[config.mk]
export PLATFORM = sky130hd
export DESIGN_NAME = and_gate_rr_arbiter
export DESIGN_NICKNAME = d
export VERILOG_FILES = /design/src/rtl/and_gate_rr_arbiter_pkg.sv /design/src/rtl/and_gate_rr_arbiter_picker.sv /design/src/rtl/and_gate_rr_arbiter.sv
export SDC_FILE = /design/constraint.sdc
export NUM_CORES = 1
export LEC_CHECK = 0
export ABC_AREA = 0
export ABC_CLOCK_PERIOD_IN_PS = 8770
export BUFFER_PORTS_ARGS = -buffer_cell sky130_fd_sc_hd__buf_4
export CELL_PAD_IN_SITES_DETAIL_PLACEMENT = 1
export CELL_PAD_IN_SITES_GLOBAL_PLACEMENT = 1
export CORE_AREA = 2 2 74 76
export DETAILED_ROUTE_END_ITERATION = 8
export DIE_AREA = 0 0 76 78
export HOLD_SLACK_MARGIN = 0.03
export PLACE_DENSITY_LB_ADDON = 0.1
export RECOVER_POWER = 50
export SYNTH_ARGS = -nofsm -noshare
export SYNTH_HDL_FRONTEND = slang
export SYNTH_SLANG_ARGS = --single-unit
[constraint.sdc]
create_clock -name clk -period 8.77 [get_ports clk]
set_input_delay 1.3155 -clock clk [delete_from_list [all_inputs] [get_ports clk]]
set_output_delay 1.3155 -clock clk [all_outputs]
set_load 0.005 [all_outputs]
[src/rtl/and_gate_rr_arbiter_pkg.sv]
// Shared types and helpers for the round-robin AND-gate arbiter.
// rr_pick is a behavioural reference of the arbitration order.
package and_gate_arb_pkg;

  localparam int DEF_NUM_REQ = 4;
  localparam int DEF_DATA_W  = 8;
  localparam int MAX_REQ     = 16;

  typedef enum logic {
    IDLE = 1'b0,
    FULL = 1'b1
  } state_e;

  typedef struct packed {
    logic       found;
    logic [3:0] idx;
  } pick_t;

  // Scan ptr, ptr+1, ... modulo n; the first valid index wins.
  function automatic pick_t rr_pick(input logic [MAX_REQ-1:0] valid,
                                    input int unsigned n,
                                    input int unsigned ptr);
    pick_t       p;
    int unsigned j;
    p = '0;
    for (int unsigned k = 0; k < n; k++) begin
      j = (ptr + k) % n;
      if (!p.found && valid[j[3:0]]) begin
        p.found = 1'b1;
        p.idx   = j[3:0];
      end
    end
    return p;
  endfunction

endpackage

[src/rtl/and_gate_rr_arbiter_picker.sv]
// Combinational round-robin picker: first valid requester at or after
// rr_ptr (wrapping) wins; one-hot grant plus encoded index.
module and_gate_rr_picker
  import and_gate_arb_pkg::*;
#(
  parameter  int NUM_REQ = DEF_NUM_REQ,
  localparam int ID_W    = $clog2(NUM_REQ)
) (
  input  logic [NUM_REQ-1:0] req_valid,
  input  logic [ID_W-1:0]    rr_ptr,
  output logic [NUM_REQ-1:0] grant,
  output logic [ID_W-1:0]    grant_idx,
  output logic               found
);

  always_comb begin
    int              s;
    logic [ID_W-1:0] j;
    // NOTE: every output of a combinational block gets a default before any
    // conditional assignment; a missing default on some path infers a latch.
    grant     = '0;
    grant_idx = '0;
    found     = 1'b0;
    s         = 0;
    j         = '0;
    for (int k = 0; k < NUM_REQ; k++) begin
      s = int'(rr_ptr) + k;
      if (s >= NUM_REQ) s = s - NUM_REQ;
      j = ID_W'(s);
      if (!found && req_valid[j]) begin
        found     = 1'b1;
        grant_idx = j;
        grant[j]  = 1'b1;
      end
    end
  end

endmodule

[src/rtl/and_gate_rr_arbiter.sv]
// Round-robin front end sharing one registered a & b datapath between
// NUM_REQ valid/ready requesters, with a single response channel.
module and_gate_rr_arbiter
  import and_gate_arb_pkg::*;
#(
  parameter  int NUM_REQ = DEF_NUM_REQ,
  parameter  int DATA_W  = DEF_DATA_W,
  localparam int ID_W    = $clog2(NUM_REQ)
) (
  input  logic                      clk,
  input  logic                      rst,
  input  logic [NUM_REQ-1:0]        req_valid,
  output logic [NUM_REQ-1:0]        req_ready,
  input  logic [NUM_REQ*DATA_W-1:0] req_a,
  input  logic [NUM_REQ*DATA_W-1:0] req_b,
  output logic                      rsp_valid,
  input  logic                      rsp_ready,
  output logic [DATA_W-1:0]         rsp_y,
  output logic [ID_W-1:0]           rsp_id,
  output logic                      busy
);

  state_e             state_q, state_d;
  logic [ID_W-1:0]    rr_ptr_q, rr_ptr_d;
  logic [ID_W-1:0]    rsp_id_q, rsp_id_d;
  logic [DATA_W-1:0]  rsp_y_q, rsp_y_d;

  logic [NUM_REQ-1:0] grant;
  logic [ID_W-1:0]    win;
  logic               found;
  logic               can_accept;
  logic               req_fire;
  logic [DATA_W-1:0]  win_a, win_b;

  and_gate_rr_picker #(.NUM_REQ(NUM_REQ)) u_picker (
    .req_valid (req_valid),
    .rr_ptr    (rr_ptr_q),
    .grant     (grant),
    .grant_idx (win),
    .found     (found)
  );

  assign win_a = req_a[win*DATA_W +: DATA_W];
  assign win_b = req_b[win*DATA_W +: DATA_W];

  always_comb begin
    can_accept = (state_q == IDLE) || rsp_ready;
    // Gated by rst so no request is accepted while reset is asserted,
    // even though the registered state already reads as IDLE.
    req_ready  = (!rst && can_accept && found) ? grant : '0;
    req_fire   = |req_ready;

    state_d  = state_q;
    rr_ptr_d = rr_ptr_q;
    rsp_y_d  = rsp_y_q;
    rsp_id_d = rsp_id_q;

    if (req_fire) begin
      state_d  = FULL;
      rsp_y_d  = win_a & win_b;
      rsp_id_d = win;
      rr_ptr_d = (win == ID_W'(NUM_REQ - 1)) ? '0 : win + 1'b1;
    end else if (state_q == FULL && rsp_ready) begin
      state_d = IDLE;
    end
  end

  // NOTE: sequential state uses non-blocking assignments so every flop
  // samples the pre-edge value of its neighbours.
  always_ff @(posedge clk or posedge rst) begin
    if (rst) begin
      state_q  <= IDLE;
      rr_ptr_q <= '0;
      rsp_y_q  <= '0;
      rsp_id_q <= '0;
    end else begin
      state_q  <= state_d;
      rr_ptr_q <= rr_ptr_d;
      rsp_y_q  <= rsp_y_d;
      rsp_id_q <= rsp_id_d;
    end
  end

  assign rsp_valid = (state_q == FULL);
  assign rsp_y     = rsp_y_q;
  assign rsp_id    = rsp_id_q;
  assign busy      = rsp_valid | (|req_valid);

endmodule
* Yosys cells after proc, flatten, opt, wreduce, memory -nomap -nowiden *
Cells that the tools add are included.

storage, ports and cells
  bits of input ports = 71
  bits in registers = 13

cells by class
  muxes and demuxes = 36
  reduce and logical (&&, ||, !) cells = 18
  eq/ne operators = 1
  magnitude comparators = 12
  add/subtract/negate cells = 8
  shifts and indexed selects = 2
  bitwise operators = 6

operators with widths
  kind                 number
  $shiftx 32x6->8      2
  $mux 4               5
  $mux 2               9
  $mux 1               14
  $lt 2x3->1 const B   4
  $or 4x4->4           3
  $logic_and 1x1->1    10
  $ge 3x3->1 const B   3
  $and 8x8->8          1
  $bmux 1 s2           4
  $demux 1 s2          4
  $ge 2x1->1 const B   4
  $reduce_or 4->1      2
  $sub 2x1->2 const B  4
  $add 2x2->3 const B  2
  $logic_not 1->1      4
  $add 2x1->3 const B  1
  $ge 2x3->1 const B   1
  $add 2x1->2 const B  1
  $eq 2x2->1 const B   1
  $reduce_bool 2->1    1
  $logic_or 1x1->1     1
  $not 1->1            1
  $or 1x1->1           1

* Longest topological paths before layout *
Gate-level depths: netlist (run 1).

  depth in word-level cells = 18
  depth in mapped cells = 13

* Hierarchy *
Synthesis (run 1) repeated with hierarchy kept, for this count alone.

second synthesis, totals
  cells, all modules = 136
  area, all modules = 1,357.6 um2

modules (own cells, without submodules)
  module               instances  area each (um2)  cells each  sequential area each (um2)
  and_gate_rr_arbiter  1          935.9            91          325.3
  and_gate_rr_picker   1          421.7            45          0.0

* Worst setup path before layout (run 1) *
OpenSTA, ideal clock, no wires.

  path kind = input -> output
  start = in req_valid[0]
  end = out req_ready[3]
  path buffers = 1
  setup slack = 4.921 ns
  data required time = 7.455 ns
  arrival time = 2.533 ns
  stages = 6
  cells stage by stage = clkbuf_1 mux2_4 mux2i_1 o211ai_1 o21ai_0 a21oi_1

on the way
  cells in the longest elaborated chain, start to end = 14
  elaborated cells on any way between the ends = 27

ends and longest elaborated chain
  what                          line                              text
  from (decl)                   and_gate_rr_arbiter.sv:12         input logic [NUM_REQ-1:0] req_valid,
  $bmux 1 s2                    and_gate_rr_arbiter_picker.sv:30  if (!found && req_valid[j]) begin
  $mux 1 (not written as such)  and_gate_rr_arbiter_picker.sv:30
  $mux 1                        and_gate_rr_arbiter_picker.sv:30
  $logic_not 1->1               and_gate_rr_arbiter_picker.sv:30
  $logic_and 1x1->1             and_gate_rr_arbiter_picker.sv:30
  $mux 1                        and_gate_rr_arbiter_picker.sv:30
  $logic_not 1->1               and_gate_rr_arbiter_picker.sv:30
  $logic_and 1x1->1             and_gate_rr_arbiter_picker.sv:30
  $mux 1                        and_gate_rr_arbiter_picker.sv:30
  $logic_not 1->1               and_gate_rr_arbiter_picker.sv:30
  $logic_and 1x1->1             and_gate_rr_arbiter_picker.sv:30
  $mux 1                        and_gate_rr_arbiter_picker.sv:30
  $logic_and 1x1->1             and_gate_rr_arbiter.sv:50         req_ready = (!rst && can_accept && found) ? grant : '0;
  $mux 4 (*)                    and_gate_rr_arbiter.sv:50
  to (decl)                     and_gate_rr_arbiter.sv:13         output logic [NUM_REQ-1:0] req_ready,

Every way passes the cells marked *; elsewhere a longest branch is shown, timed or not. The select of a mux whose other input is x is not followed.

* Final worst setup path (run 1) *
  start = reg rr_ptr_q[0]
  end = out req_ready[0]

on the way
  cells in the longest elaborated chain, start to end = 16
  elaborated cells on any way between the ends = 62

ends and longest elaborated chain
  what                                                  line                       text
  from (decl)                                           and_gate_rr_arbiter.sv:24  logic [ID_W-1:0] rr_ptr_q, rr_ptr_d;
  from (signal assigned)                                and_gate_rr_arbiter.sv:78  rr_ptr_q <= rr_ptr_d;
  branches (longest 15 deep; another with $add 2x1->3)  -
  $mux 4 (*)                                            and_gate_rr_arbiter.sv:50

Mark *: on every way between the ends. The select of a mux whose other input is x is not followed.

==> results of run 1 <==
-- metrics by stage --
| stage | cell area (sq um) | setup slack [ns] | power, mW |
|---|---|---|---|
| after floorplan | 1590 | 4.92 | 0.500 |
| after global placement | 2250 | 4.59 | 0.620 |
| after detailed placement | 2250 | 4.51 | 0.621 |
| after CTS | 2290 | 4.25 | 0.681 |
| after global routing | 2280 | 4.02 | 0.728 |
| final | 2280 | 4.25 | 0.663 |
-- worst paths after layout --
kind / from / to / slack, ns
setup / recovery: rr_ptr_q[0]$_DFFE_PP0P_ / req_ready[0] / 4.25
hold / removal: rsp_id[1]$_DFFE_PP0P_ / rsp_id[1]$_DFFE_PP0P_ / 0.49
setup reg to reg: rr_ptr_q[0]$_DFFE_PP0P_ / rsp_y[5]$_DFFE_PP0P_ / 4.70
hold reg to reg: rsp_id[1]$_DFFE_PP0P_ / rsp_id[1]$_DFFE_PP0P_ / 0.49
max in group asynchronous: rst / rsp_y[0]$_DFFE_PP0P_ / 7.32
min in group asynchronous: rst / rsp_y[5]$_DFFE_PP0P_ / 1.11
-- power breakdown --
part | total (mW) | switching, mW | internal, mW
Combinational | 0.482 | 0.234 | 0.249
Clock | 0.0558 | 0.0244 | 0.0314
Sequential | 0.125 | 0.0371 | 0.0877
-- state kept, by name, indices dropped and copies added, names as in the netlist --
signal / flops
rsp_y: 8
rr_ptr_q: 2
rsp_id: 2
rsp_valid: 1
-- area by class of cell --
| cell class | count | area share |
|---|---|---|
| Timing Repair Buffer | 86 | 0.277 |
| Sequential cell | 13 | 0.143 |
| Inverter | 6 | 0.00988 |
| Tap cell | 70 | 0.0384 |
| Clock buffer | 3 | 0.0181 |
| Clock inverter | 1 | 0.00220 |
| Multi-Input combinational cell | 151 | 0.512 |
-- per-layer routing --
| metal | vias up | GRT usage | wire length (um) |
|---|---|---|---|
| li1 | 811 | - | - |
| met1 | 745 | 0.203 | 2010 |
| met2 | 53 | 0.292 | 2300 |
| met3 | 4 | 0.0337 | 263 |
| met4 | 0 | 0.0436 | 56 |
| met5 | - | 0 | 0 |
-- worst max-delay path: stages, from the launching register on --
cell and delay, ns:
dfrtp_1 0.75, inv_1 0.34, ha_1 0.55, mux4_2 0.48, nor2b_1 0.20, a221o_1 0.22
o21ai_0 0.10, a21oi_1 0.17, buf_4 0.13
-- layout by cell type, fill, tap and decap left out, types with 2 or more instances in the layout --
cell,count
dfrtp_1,13
clkbuf_4,5
a21oi_1,7
a32oi_1,2
o21ai_0,5
mux2_1,10
clkbuf_8,3
or3_1,4
mux2_4,7
nand2_1,41
ha_1,7
mux2i_1,21
and3b_1,2
a22oi_1,2
mux2_2,3
inv_1,6
nor3_1,4
nor3b_1,2
nor2_1,5
clkbuf_1,4
buf_4,77
nor2b_1,3
a221o_1,2
o21ai_1,3
-- cells by family after synthesis --
family	Yosys count	share of synthesized area
xor gates and xnor gates	1	0.00550
AOI/OAI and AO/OA	32	0.151
adders and majority gates	7	0.0550
DFF	13	0.204
buffers and inverters	17	0.0629
and+or+nand+nor	68	0.200
muxes	43	0.321
==> metrics.txt, run 1 <==
status=complete, no violations; PD cells=291 mW/mm^2; Commonest cells post-synth=41 x nand2_1, 21 x mux2i_1, 13 x dfrtp_1, 10 x mux2_1; CTS clk-pin slew, worst paths=0.06 ns; FMAX=221 MHz; kind of critical path=flop to output pin; synthesized instance count=181; post-cts sizing count=0; number of global-route vias before repair=1,724; count leader, synth=nand2_1; post-CTS setup buffer count=0; Hold Vio Cnt, Final=0; clk sinks=13; Mapped Nets=259; gr ovfl total=0; Core ar.=0.00504 sq mm; reg2reg path depth=8; Layout area overhead=43.2%; antenna violations before repair=0; area leader, netlist=dfrtp_1; period utilization=0.515; Worst Hold Class=flop to flop; gpl congestion=0.783; ANT cells=0; Primary FF master, synth=dfrtp_1; clock skew=0.000344 ns; maximum VDD drop=0.0963 mV; Placed Cells=326; sequential area share after synthesis=0.204; endpoint class of the critical path=output pin; Reg area=325 sq um; leakage power=1.14 nW; DR vias=1,613; # fillers=615; Post-synth EDFFs=0; DIE WIDTH=76 um; Hold Buf Count CTS=0; CTS tree=built; synthesis-stage register bit count=13; H-tree depth=1; Mean Syn Cell Area=8.79 sq um; Top Ports=87; pins over their slew limit=0; CTS root buf=clkbuf_8; Synthesis Warnings=0; die height=78 um; setup violators final=0; Critical Path AT=3.20 ns; ys async rst share=1.00; die area=0.00593 sq mm; total CTS buffers=3; Antenna Nets Post-Route=0; insertion delay to the later sink of the worst-skew pair=0.24 ns; DR DRC count=0; max-cap violations=0; WP data required=7.45 ns; initial DRC count=74; global-route usage over all layers=0.164; area of the multi-input gates=0.00117 sq mm; RSZ-0062 raised after global routing=no; share of cells above drive strength 1=0.392; Synth Cell Area=0.00159 sq mm; final wirelength=4.63 mm; clock period minus worst slack=4.52 ns; Via density=4.89; Clock Tree Buf Depth=2; post-layout util=0.452; first-pass GRT wire length=7.98 mm; Worst Path Max Fanout=18; Min-Delay Path Depth=1; top cells by area, synth=dfrtp_1 20%, mux2i_1 13%, nand2_1 9.7%, mux2_1 7.1%, mux2_4 6.6%; Worst Tran Pin Value=0.984 ns; hpwl dp=3.79 mm; Starting Density=0.316; Critical Path Start Type=flop; std cell rows=26; hold_ws=0.487 ns; top cell type's share of synthesized area=0.204; DRT Pass-1 Iters=4; Max-Slew Margin vs Limit=0.344; setup_tns=0 ns; PortBufs=86; routed len/inst=14.0 um; post-route insts no fill=330; largest net degree at the start of global routing=20; post-synthesis cell type count=45; Final nets=339
Power figures use the tool's default switching activity.
==> inputs of run 2 (changes only) <==
- ABC_CLOCK_PERIOD_IN_PS: 8770 -> 4200
- clock period: 8.77 -> 4.2 ns (I/O delays scaled with it)
==> metrics.txt, run 2 (same netlist as run 1, synthesis figures left out) <==
status=complete, no violations; clk sinks=13; endpoint class of the critical path=flop; post-layout util=0.455; period utilization=0.829; max-cap violations=0; hpwl dp=3.81 mm; WP data required=4.32 ns; CTS tree=built; kind of critical path=flop to flop; RSZ-0062 raised after global routing=no; maximum VDD drop=0.193 mV; Worst Path Max Fanout=19; R2R Path Start=rr_ptr_q[0]$_DFFE_PP0P_; commonest non-fill, non-tap cells in the layout=80 x buf_4, 41 x nand2_1, 21 x mux2i_1, 13 x dfrtp_1, 10 x mux2_1; number of global-route vias before repair=1,719; total CTS buffers=3; Antenna Nets Post-Route=0; clock skew=0.00102 ns; DR vias=1,656; post-CTS setup buffer count=0; antenna violations before repair=0; # fillers=638; Setup crit start=rr_ptr_q[0]$_DFFE_PP0P_; Critical Path Start Type=flop; die height=78 um; Clock Tree Buf Depth=2; Worst Hold Class=primary input to asynchronous set/reset pin; die area=0.00593 sq mm; gpl congestion=0.782; gr ovfl total=0; commonest non-fill, non-tap cell in the layout=buf_4; initial DRC count=68; CTS clk-pin slew, worst paths=0.05 ns; ANT cells=0; hold_ws=0.426 ns; Reg area=325 sq um; DRT Pass-1 Iters=4; Layout area overhead=44.3%; Critical Path AT=3.60 ns; global-route usage over all layers=0.168; Top Ports=87; insertion delay to the later sink of the worst-skew pair=0.24 ns; Starting Density=0.316; final wirelength=4.70 mm; largest net degree at the start of global routing=20; setup_tns=0 ns; CTS root buf=clkbuf_8; H-tree depth=1; Worst Tran Pin Value=0.983 ns; Core ar.=0.00504 sq mm; PD cells=609 mW/mm^2; share of cells above drive strength 1=0.392; clock period minus worst slack=3.48 ns; pins over their slew limit=0; FMAX=287 MHz; total power=1.40 mW; first-pass GRT wire length=8.09 mm; post-cts sizing count=0; Final nets=342; Hold Vio Cnt, Final=0; Hold Buf Count CTS=0; DIE WIDTH=76 um; max reg flops=8; leakage power=1.14 nW; DR DRC count=0; routed len/inst=14.1 um; PortBufs=86; setup violators final=0; std cell rows=26; Max-Slew Margin vs Limit=0.344; area of the multi-input gates=0.00117 sq mm; Via density=4.97
## run 2: changes by cell type in the layout (fill, tap and decap cells not counted), sizes merged
| cell | change |
|---|---|
| clkinv | -1 |
| clkbuf | +1 |
| buf | +3 |
## run 2: per-layer routing
metal / vias up / wire length [um] / track usage
li1: 816 / - / -
met1: 779 / 2100 / 0.218
met2: 55 / 2230 / 0.282
met3: 6 / 296 / 0.0395
met4: 0 / 74 / 0.0382
met5: - / 0 / 0
## run 2: worst max-delay path, stage by stage, from the launching register on
cell and delay, ns:
dfrtp_1 0.34, inv_1 0.16, ha_1 0.54, mux4_2 0.50, nor3_2 0.24, a221o_1 0.80
mux2i_1 0.16, mux2_1 0.32, mux2_1 0.29
## run 2: layout make-up
cell class,instances,share of cell area
Sequential cell,13,0.142
Clock buffer,4,0.0196
Timing Repair Buffer,89,0.283
Inverter,6,0.00981
Multi-Input combinational cell,151,0.508
Tap cell,70,0.0381
## run 2: power breakdown
group | total [mW] | leakage [nW] | internal (mW) | switching, mW
logic | 1.07 | 0.961 | 0.531 | 0.544
registers | 0.214 | 0.161 | 0.184 | 0.0294
clock network | 0.109 | 0.0228 | 0.0669 | 0.0424
total | 1.40 | 1.14 | 0.782 | 0.615
## run 2: through the flow
stage / area, sq um / setup WS [ns] / instances
after floorplan: 1590 / 0.933 / 181
after global placement: 2270 / 0.867 / 329
after detailed placement: 2270 / 0.684 / 329
after CTS: 2310 / 0.677 / 333
after global routing: 2300 / 0.406 / 333
final: 2300 / 0.717 / 333
## run 2: path summary, 6_finish.rpt
| check | endpoint | depth (start not counted) | slack, ns |
|---|---|---|---|
| setup / recovery | rsp_y[5]$_DFFE_PP0P_ | 8 | 0.72 |
| min in group clk | rsp_y[5]$_DFFE_PP0P_ | 1 | 0.49 |
| setup reg to reg | rsp_y[5]$_DFFE_PP0P_ | 8 | 0.72 |
| hold reg to reg | rsp_y[5]$_DFFE_PP0P_ | 1 | 0.49 |
| hold / removal | rr_ptr_q[0]$_DFFE_PP0P_ | 2 | 0.43 |
| max in group asynchronous | rsp_id[0]$_DFFE_PP0P_ | 2 | 3.45 |
